$ cat src/rtl/serial_add_defs.sv
// rtl/serial_add_defs.sv - shared state encoding and default width for the serial adder
package serial_add_defs;

  localparam logic [1:0] ST_IDLE = 2'd0;
  localparam logic [1:0] ST_RUN  = 2'd1;
  localparam logic [1:0] ST_DONE = 2'd2;

  localparam int DEFAULT_WIDTH = 8;

  typedef enum logic [1:0] {
    S_IDLE = ST_IDLE,
    S_RUN  = ST_RUN,
    S_DONE = ST_DONE
  } state_t;

endpackage

$ cat src/rtl/serial_fa_cell.sv
// rtl/serial_fa_cell.sv - combinational 1-bit full adder from two cascaded half-add stages
module serial_fa_cell (
  input  logic x,
  input  logic y,
  input  logic ci,
  output logic s,
  output logic co
);

  logic w_p;
  logic w_g1;
  logic w_g2;

  assign w_p  = x ^ y;
  assign w_g1 = x & y;
  assign s    = w_p ^ ci;
  assign w_g2 = w_p & ci;
  assign co   = w_g1 | w_g2;

endmodule

$ cat src/rtl/serial_adder_ctrl.sv
// rtl/serial_adder_ctrl.sv - bit-serial adder sequencer, LSB first over WIDTH cycles
module serial_adder_ctrl
  import serial_add_defs::*;
#(
  parameter int WIDTH = DEFAULT_WIDTH
) (
  input  logic             clk,
  input  logic             rst_n,
  input  logic             start,
  input  logic [WIDTH-1:0] a,
  input  logic [WIDTH-1:0] b,
  input  logic             cin,
  output logic             busy,
  output logic             done,
  output logic [WIDTH-1:0] sum,
  output logic             cout
);

  localparam int CW = $clog2(WIDTH);
  localparam logic [CW-1:0] LAST = CW'(WIDTH - 1);

  state_t           r_state;
  state_t           w_state_nxt;
  logic             w_load;
  logic             w_step;
  logic             w_last;

  logic [WIDTH-1:0] r_a_sh;
  logic [WIDTH-1:0] r_b_sh;
  logic             r_c;
  logic [CW-1:0]    r_cnt;
  // Only the upper WIDTH-1 result bits are kept; the newest bit joins them on the last step.
  logic [WIDTH-2:0] r_acc;
  logic [WIDTH-1:0] r_sum;
  logic             r_cout;

  logic             w_s;
  logic             w_co;
  logic [WIDTH-1:0] w_acc_nxt;

  serial_fa_cell u_fa (
    .x  (r_a_sh[0]),
    .y  (r_b_sh[0]),
    .ci (r_c),
    .s  (w_s),
    .co (w_co)
  );

  assign w_acc_nxt = {w_s, r_acc};

  always_ff @(posedge clk or negedge rst_n) begin
    if (!rst_n) begin
      r_state <= S_IDLE;
    end else begin
      r_state <= w_state_nxt;
    end
  end

  always_comb begin
    w_state_nxt = r_state;
    w_load      = 1'b0;
    w_step      = 1'b0;
    w_last      = 1'b0;
    case (r_state)
      S_IDLE: begin
        if (start) begin
          w_load      = 1'b1;
          w_state_nxt = S_RUN;
        end
      end
      S_RUN: begin
        w_step = 1'b1;
        if (r_cnt == LAST) begin
          w_last      = 1'b1;
          w_state_nxt = S_DONE;
        end
      end
      S_DONE: begin
        if (start) begin
          w_load      = 1'b1;
          w_state_nxt = S_RUN;
        end else begin
          w_state_nxt = S_IDLE;
        end
      end
      default: w_state_nxt = S_IDLE;
    endcase
  end

  always_ff @(posedge clk or negedge rst_n) begin
    if (!rst_n) begin
      r_a_sh <= '0;
      r_b_sh <= '0;
      r_c    <= 1'b0;
      r_cnt  <= '0;
      r_acc  <= '0;
      r_sum  <= '0;
      r_cout <= 1'b0;
    end else if (w_load) begin
      r_a_sh <= a;
      r_b_sh <= b;
      r_c    <= cin;
      r_cnt  <= '0;
      r_acc  <= '0;
    end else if (w_step) begin
      r_a_sh <= r_a_sh >> 1;
      r_b_sh <= r_b_sh >> 1;
      r_c    <= w_co;
      r_acc  <= w_acc_nxt[WIDTH-1:1];
      if (w_last) begin
        r_sum  <= w_acc_nxt;
        r_cout <= w_co;
      end else begin
        r_cnt  <= r_cnt + CW'(1);
      end
    end
  end

  assign busy = (r_state == S_RUN);
  assign done = (r_state == S_DONE);
  assign sum  = r_sum;
  assign cout = r_cout;

endmodule

$ cat config.mk
export PLATFORM = sky130hd
export DESIGN_NAME = serial_adder_ctrl
export DESIGN_NICKNAME = d
export VERILOG_FILES = /design/src/rtl/serial_add_defs.sv /design/src/rtl/serial_fa_cell.sv /design/src/rtl/serial_adder_ctrl.sv
export SDC_FILE = /design/constraint.sdc
export NUM_CORES = 1
export LEC_CHECK = 0
export BUFFER_PORTS_ARGS = -buffer_cell sky130_fd_sc_hd__buf_2
export CORE_UTILIZATION = 57
export CTS_BUF_LIST = sky130_fd_sc_hd__clkbuf_4 sky130_fd_sc_hd__clkbuf_8
export CTS_CLUSTER_SIZE = 12
export DETAILED_ROUTE_END_ITERATION = 10
export PLACE_DENSITY = 0.81
export SLEW_MARGIN = 0
export SYNTH_ARGS = -nofsm -noshare
export SYNTH_HDL_FRONTEND = slang
export SYNTH_SLANG_ARGS = --single-unit
$ cat constraint.sdc
create_clock -name clk -period 2.1 [get_ports clk]
set_input_delay 0.315 -clock clk [delete_from_list [all_inputs] [get_ports clk]]
set_output_delay 0.315 -clock clk [all_outputs]
set_load 0.005 [all_outputs]
==> results of run 1 <==
==> routing by layer <==
layer / global-route usage, % / vias to the layer above
li1: - / 553
met1: 29.0 / 548
met2: 36.1 / 27
met4: 8.36 / 0
met5: 0 / -
met3: 7.60 / 9
==> flip-flops by register name, summed over array words and instances, names as in the netlist <==
| name | cells |
|---|---|
| r_cnt | 3 |
| sum | 8 |
| r_acc | 7 |
| cout | 1 |
| r_b_sh | 8 |
| r_a_sh | 8 |
| r_c | 1 |
| r_state | 2 |
==> cell usage in the layout, fill, tap and decap left out <==
cell        n
a211oi_1    3
a21o_1      1
a21oi_1     5
a21oi_2    10
a22o_1      7
and2b_1     1
buf_2      30
buf_4       2
bufinv_16   1
clkbuf_4    7
dfrtp_1    38
fa_1        1
ha_1        2
inv_1      15
inv_6       1
mux2_1      1
mux2_4      8
mux2i_1     6
nand2_1     6
nand2_4     1
nand2b_1    1
nand2b_4    1
nand3_1     1
nor2_2      1
nor2b_1     4
o211ai_1    1
o21ai_0     3
o21ai_1     1
o22ai_1    13
or2_0       1
==> path summary, 6_finish.rpt <==
path                             from        end  slack [ns]  cells past startpoint
max in group asynchronous       rst_n     sum[4]        1.54                      1
hold / removal                  rst_n     sum[0]        0.04                      1
min in group clk                 b[7]  r_b_sh[7]        0.19                      2
setup reg to reg           r_state[0]  r_b_sh[1]        0.40                      4
hold reg to reg                  cout       cout        0.50                      1
setup / recovery           r_state[0]       busy        0.26                      3
==> logic make-up (layout without fill, tap and decap cells) <==
group / after synthesis / in the layout / share of synthesized area, %
and+or+nand+nor: 17 / 17 / 6.05
muxes: 15 / 15 / 11.2
DFF: 38 / 38 / 55.4
buffers and inverters: 23 / 56 / 6.56
AOI/OAI and AO/OA: 44 / 44 / 18.2
adders and majority gates: 3 / 3 / 2.62
==> power breakdown <==
group	switching [uW]	internal, uW	total (uW)
logic	526	544	1070
registers	267	1060	1320
clock network	227	278	505
==> layout make-up <==
| type | count | area [um2] | area share (%) |
|---|---|---|---|
| well taps | 31 | 38.8 | 1.98 |
| flip-flops and latches | 38 | 951 | 48.6 |
| inverters | 16 | 65.1 | 3.33 |
| clock inverters | 1 | 30.0 | 1.54 |
| multi-input cells | 79 | 653 | 33.4 |
| clock buffers | 7 | 52.6 | 2.69 |
| repair buffers | 32 | 165 | 8.45 |
==> stage by stage <==
stage	util [%]	setup WS, ns
2_1_floorplan	-	0.662
3_3_place_gp	66.8	0.466
3_5_place_dp	66.8	0.447
4_1_cts	69.7	0.270
5_1_grt	69.7	0.154
6_report	69.7	0.255
==> flow_summary.json, run 1 <==
{
  "status": "complete, but fails checks",
  "violations": "DRC",
  "cts_buffers": 5,
  "syn_to_final_growth_pct": 13.9,
  "grt_pass1_vias": 1194,
  "yosys.area.top_type_share_pct": 55.4,
  "final_hold_viol_count": 0,
  "met2_wirelength_um": 1500,
  "grt.total_usage_pct": 22.8,
  "stdcell_area_um2": 1960,
  "diodes": 0,
  "crit_required_ns": 1.78,
  "postCtsSetupBuffers": 0,
  "synthCells": 140,
  "crit_type": "flip-flop to output pin",
  "cpPeakStageDelay_ns": 0.70,
  "netlist_area_um2": 1720,
  "start_kind": "flip-flop",
  "syn_area_per_cell_um2": 12.3,
  "start_util_pct": 61.2,
  "crit_family": "flip-flops",
  "synth_nets": 163,
  "final_cell_count_no_fill": 204,
  "final_max_slew_viol_count": 0,
  "wirelength_um": 3080,
  "tightest_slew_ns": 0.807,
  "tritoncts": "done",
  "dr_wl_met3_um": 108,
  "hp-class": "primary input to async pin",
  "nets": 195,
  "clock_path_buffers": 2,
  "skew_ns": 0.0132,
  "grt_overflow": 0,
  "period_share_pct": 87.8,
  "ioPinCount": 31,
  "grt_pass1_wl_um": 5500,
  "end_kind": "output pin",
  "final.setup.tns_ns": 0,
  "ys_top_cells_by_count": "38 x dfrtp_1, 15 x inv_1, 13 x o22ai_1",
  "fmax_ghz": 0.542,
  "holdWs_ns": 0.0428,
  "clkSinkCount": 38,
  "place_area_um2": 1870,
  "cts_resized": 0,
  "post-synth-top-count-cell": "dfrtp_1",
  "antenna_found_initial": 0,
  "drtIter0Drc": 34,
  "wl_met1_um": 1410,
  "wl_per_cell_um": 15.1,
  "synth_cell_types": 30,
  "die_w_um": 56.9,
  "die_h_um": 56.9,
  "vdd.ir_drop.worst_mv": 0.808,
  "dp_hpwl_um": 2140,
  "coreArea_um2": 2810,
  "insertion_delay_ns": 0.35,
  "layout_min_cycle_time_ns": 1.84,
  "drive_above_1_share_pct": 35.8,
  "rsz0062_at_grt": "false",
  "maxCapViolCount": 0,
  "highest_layer": "met4",
  "path_buf_inv": 2,
  "placement.io_buffers": 30,
  "clkSlewWorstSetupHoldPaths_ns": 0.11,
  "slowest_stage": "dfrtp_1",
  "slew_headroom_pct": 46.2,
  "cts_hold_buf": 0,
  "grt_max_degree": 39,
  "powerDensity_nw_per_um2": 1480,
  "drc": 4,
  "p_total_uw": 2900,
  "row_count": 19,
  "synth_top_cell_by_area": "dfrtp_1",
  "synth_edf_count": 0,
  "synthFlopType": "dfrtp_1",
  "fp.dieArea_um2": 3240,
  "setup_viol": 0,
  "ant_nets": 0,
  "vias": 1137,
  "htree_levels": 2,
  "vias_per_cell": 5.57,
  "dr.pass1.iters": 7,
  "p_leak_uw": 0.000979,
  "fillers": 218,
  "yosys_warnings": 0,
  "root_buffer": "clkbuf_4",
  "crit_arrival_ns": 1.53,
  "dp.cells": 196,
  "crit_chain": "nand2b_4, inv_6, buf_2",
  "synthTopCellsByArea": "dfrtp_1 55%, mux2_4 7.0%, a21oi_2 5.1%, o22ai_1 4.7%, a22o_1 3.6%",
  "ys_ff_latch": 38,
  "routabilityCongestion": 0.778,
  "critPathMaxFanout": 16,
  "async_flop_share_pct": 100,
  "synth-seq-area-share_pct": 55.4
}
(Power assumes the default switching activity.)
==> run 2: changes to the inputs <==
CELL_PAD_IN_SITES_DETAIL_PLACEMENT = 1   (was default)
CELL_PAD_IN_SITES_GLOBAL_PLACEMENT = 2   (was default)
CORE_UTILIZATION = 38   (was 57)
PLACE_DENSITY = default   (was 0.81)
PLACE_DENSITY_LB_ADDON = 0.1   (was default)
==> flow_summary.json, run 2 (synthesized netlist as in run 1, its figures left out) <==
{
  "status": "completed",
  "r2r_slack_ns": 0.43,
  "grt_pass1_wl_um": 6400,
  "fmax_ghz": 0.566,
  "vias": 1153,
  "postCtsSetupBuffers": 0,
  "placement.io_buffers": 30,
  "p_leak_uw": 0.00100,
  "fillers": 483,
  "slowest_stage": "dfrtp_1",
  "final_hold_viol_count": 0,
  "clock_path_buffers": 2,
  "drtIter0Drc": 30,
  "htree_levels": 2,
  "tightest_slew_ns": 0.859,
  "layout_min_cycle_time_ns": 1.77,
  "tritoncts": "done",
  "vias_per_cell": 5.12,
  "grt_pass1_vias": 1241,
  "grt.total_usage_pct": 17.1,
  "dp_hpwl_um": 2570,
  "insertion_delay_ns": 0.29,
  "clkSinkCount": 38,
  "crit_required_ns": 1.78,
  "nets": 195,
  "wirelength_um": 3670,
  "slew_headroom_pct": 42.7,
  "start_kind": "flip-flop",
  "routabilityCongestion": 0.706,
  "powerDensity_nw_per_um2": 1560,
  "diodes": 0,
  "crit_family": "flip-flops",
  "root_buffer": "clkbuf_8",
  "crit_chain": "nand2b_4, inv_6, buf_2",
  "skew_ns": 0.00425,
  "crit_arrival_ns": 1.45,
  "final.setup.tns_ns": 0,
  "period_share_pct": 84.2,
  "die_w_um": 69.2,
  "die_h_um": 69.2,
  "ioPinCount": 31,
  "setup_ws_ns": 0.332,
  "clkSlewWorstSetupHoldPaths_ns": 0.08,
  "cts_buffers": 5,
  "path_buf_inv": 2,
  "ff_latch_area_um2": 951,
  "dpl_worst_slack_ns": 0.438,
  "cts_resized": 0,
  "syn_to_final_growth_pct": 18.7,
  "grt_max_degree": 39,
  "coreArea_um2": 4350,
  "rsz0062_at_grt": "false",
  "cts_hold_buf": 0,
  "final_core_util_pct": 46.8,
  "setup_viol": 0,
  "antenna_found_initial": 0,
  "final_max_slew_viol_count": 0,
  "start_util_pct": 39.4,
  "hp-class": "primary input to async pin",
  "cpPeakStageDelay_ns": 0.62,
  "dr.pass1.iters": 4,
  "final_cell_mix": "38 x dfrtp_1, 30 x buf_2, 15 x inv_1",
  "vdd.ir_drop.worst_mv": 0.511,
  "end_kind": "output pin",
  "maxCapViolCount": 0,
  "row_count": 24,
  "drive_above_1_share_pct": 35.8,
  "grt_overflow": 0,
  "wl_per_cell_um": 16.3,
  "multi_input_area_um2": 653,
  "critPathMaxFanout": 13,
  "crit_type": "flip-flop to output pin",
  "drc": 0,
  "final_common_cell": "dfrtp_1",
  "ant_nets": 0,
  "fp.dieArea_um2": 4790
}
[run 2: changes by cell type in the layout (fill, tap and decap cells not counted), sizes merged]
cell    delta
clkinv     +1
clkbuf     -2
bufinv     +1
[run 2: final timing paths]
| kind | to | depth (start not counted) | from |
|---|---|---|---|
| max | busy | 3 | r_state[1] |
| min | r_cnt[2] | 1 | rst_n |
| max reg2reg | cout | 4 | r_state[1] |
| min reg2reg | cout | 1 | cout |
| max in group asynchronous | r_b_sh[1] | 1 | rst_n |
| min in group clk | r_b_sh[7] | 2 | b[7] |
[run 2: layout make-up]
class,count,area share [%]
Timing Repair Buffer,32,8.11
Clock buffer,5,3.38
Tap cell,52,3.19
Inverter,16,3.19
Sequential cell,38,46.7
Multi-Input combinational cell,79,32.1
Clock inverter,3,3.38
[run 2: routing by layer]
| metal | track usage [%] | wire (um) | vias to the layer above |
|---|---|---|---|
| met5 | 0 | 0 | - |
| met4 | 5.44 | 47 | 0 |
| met3 | 5.52 | 134 | 6 |
| met2 | 26.2 | 1750 | 21 |
| met1 | 22.9 | 1740 | 573 |
| li1 | - | - | 553 |
[run 2: report_power, final]
part	internal (uW)	leakage, uW	switching [uW]
Clock	476	0.0000683	276
Sequential	1060	0.000464	235
Combinational	551	0.000469	579
Total	2090	0.00100	1090
[run 2: metrics by stage]
stage                     power [uW]  area [um2]  hold WS [ns]  std cells
after global placement          2380        1900         0.468        217
after CTS                       3220        2040         0.161        225
after detailed placement        2460        1900         0.486        217
after global routing            3410        2040         0.200        225
after floorplan                 2110        1720        0.0194        140
final                           3180        2040         0.128        225
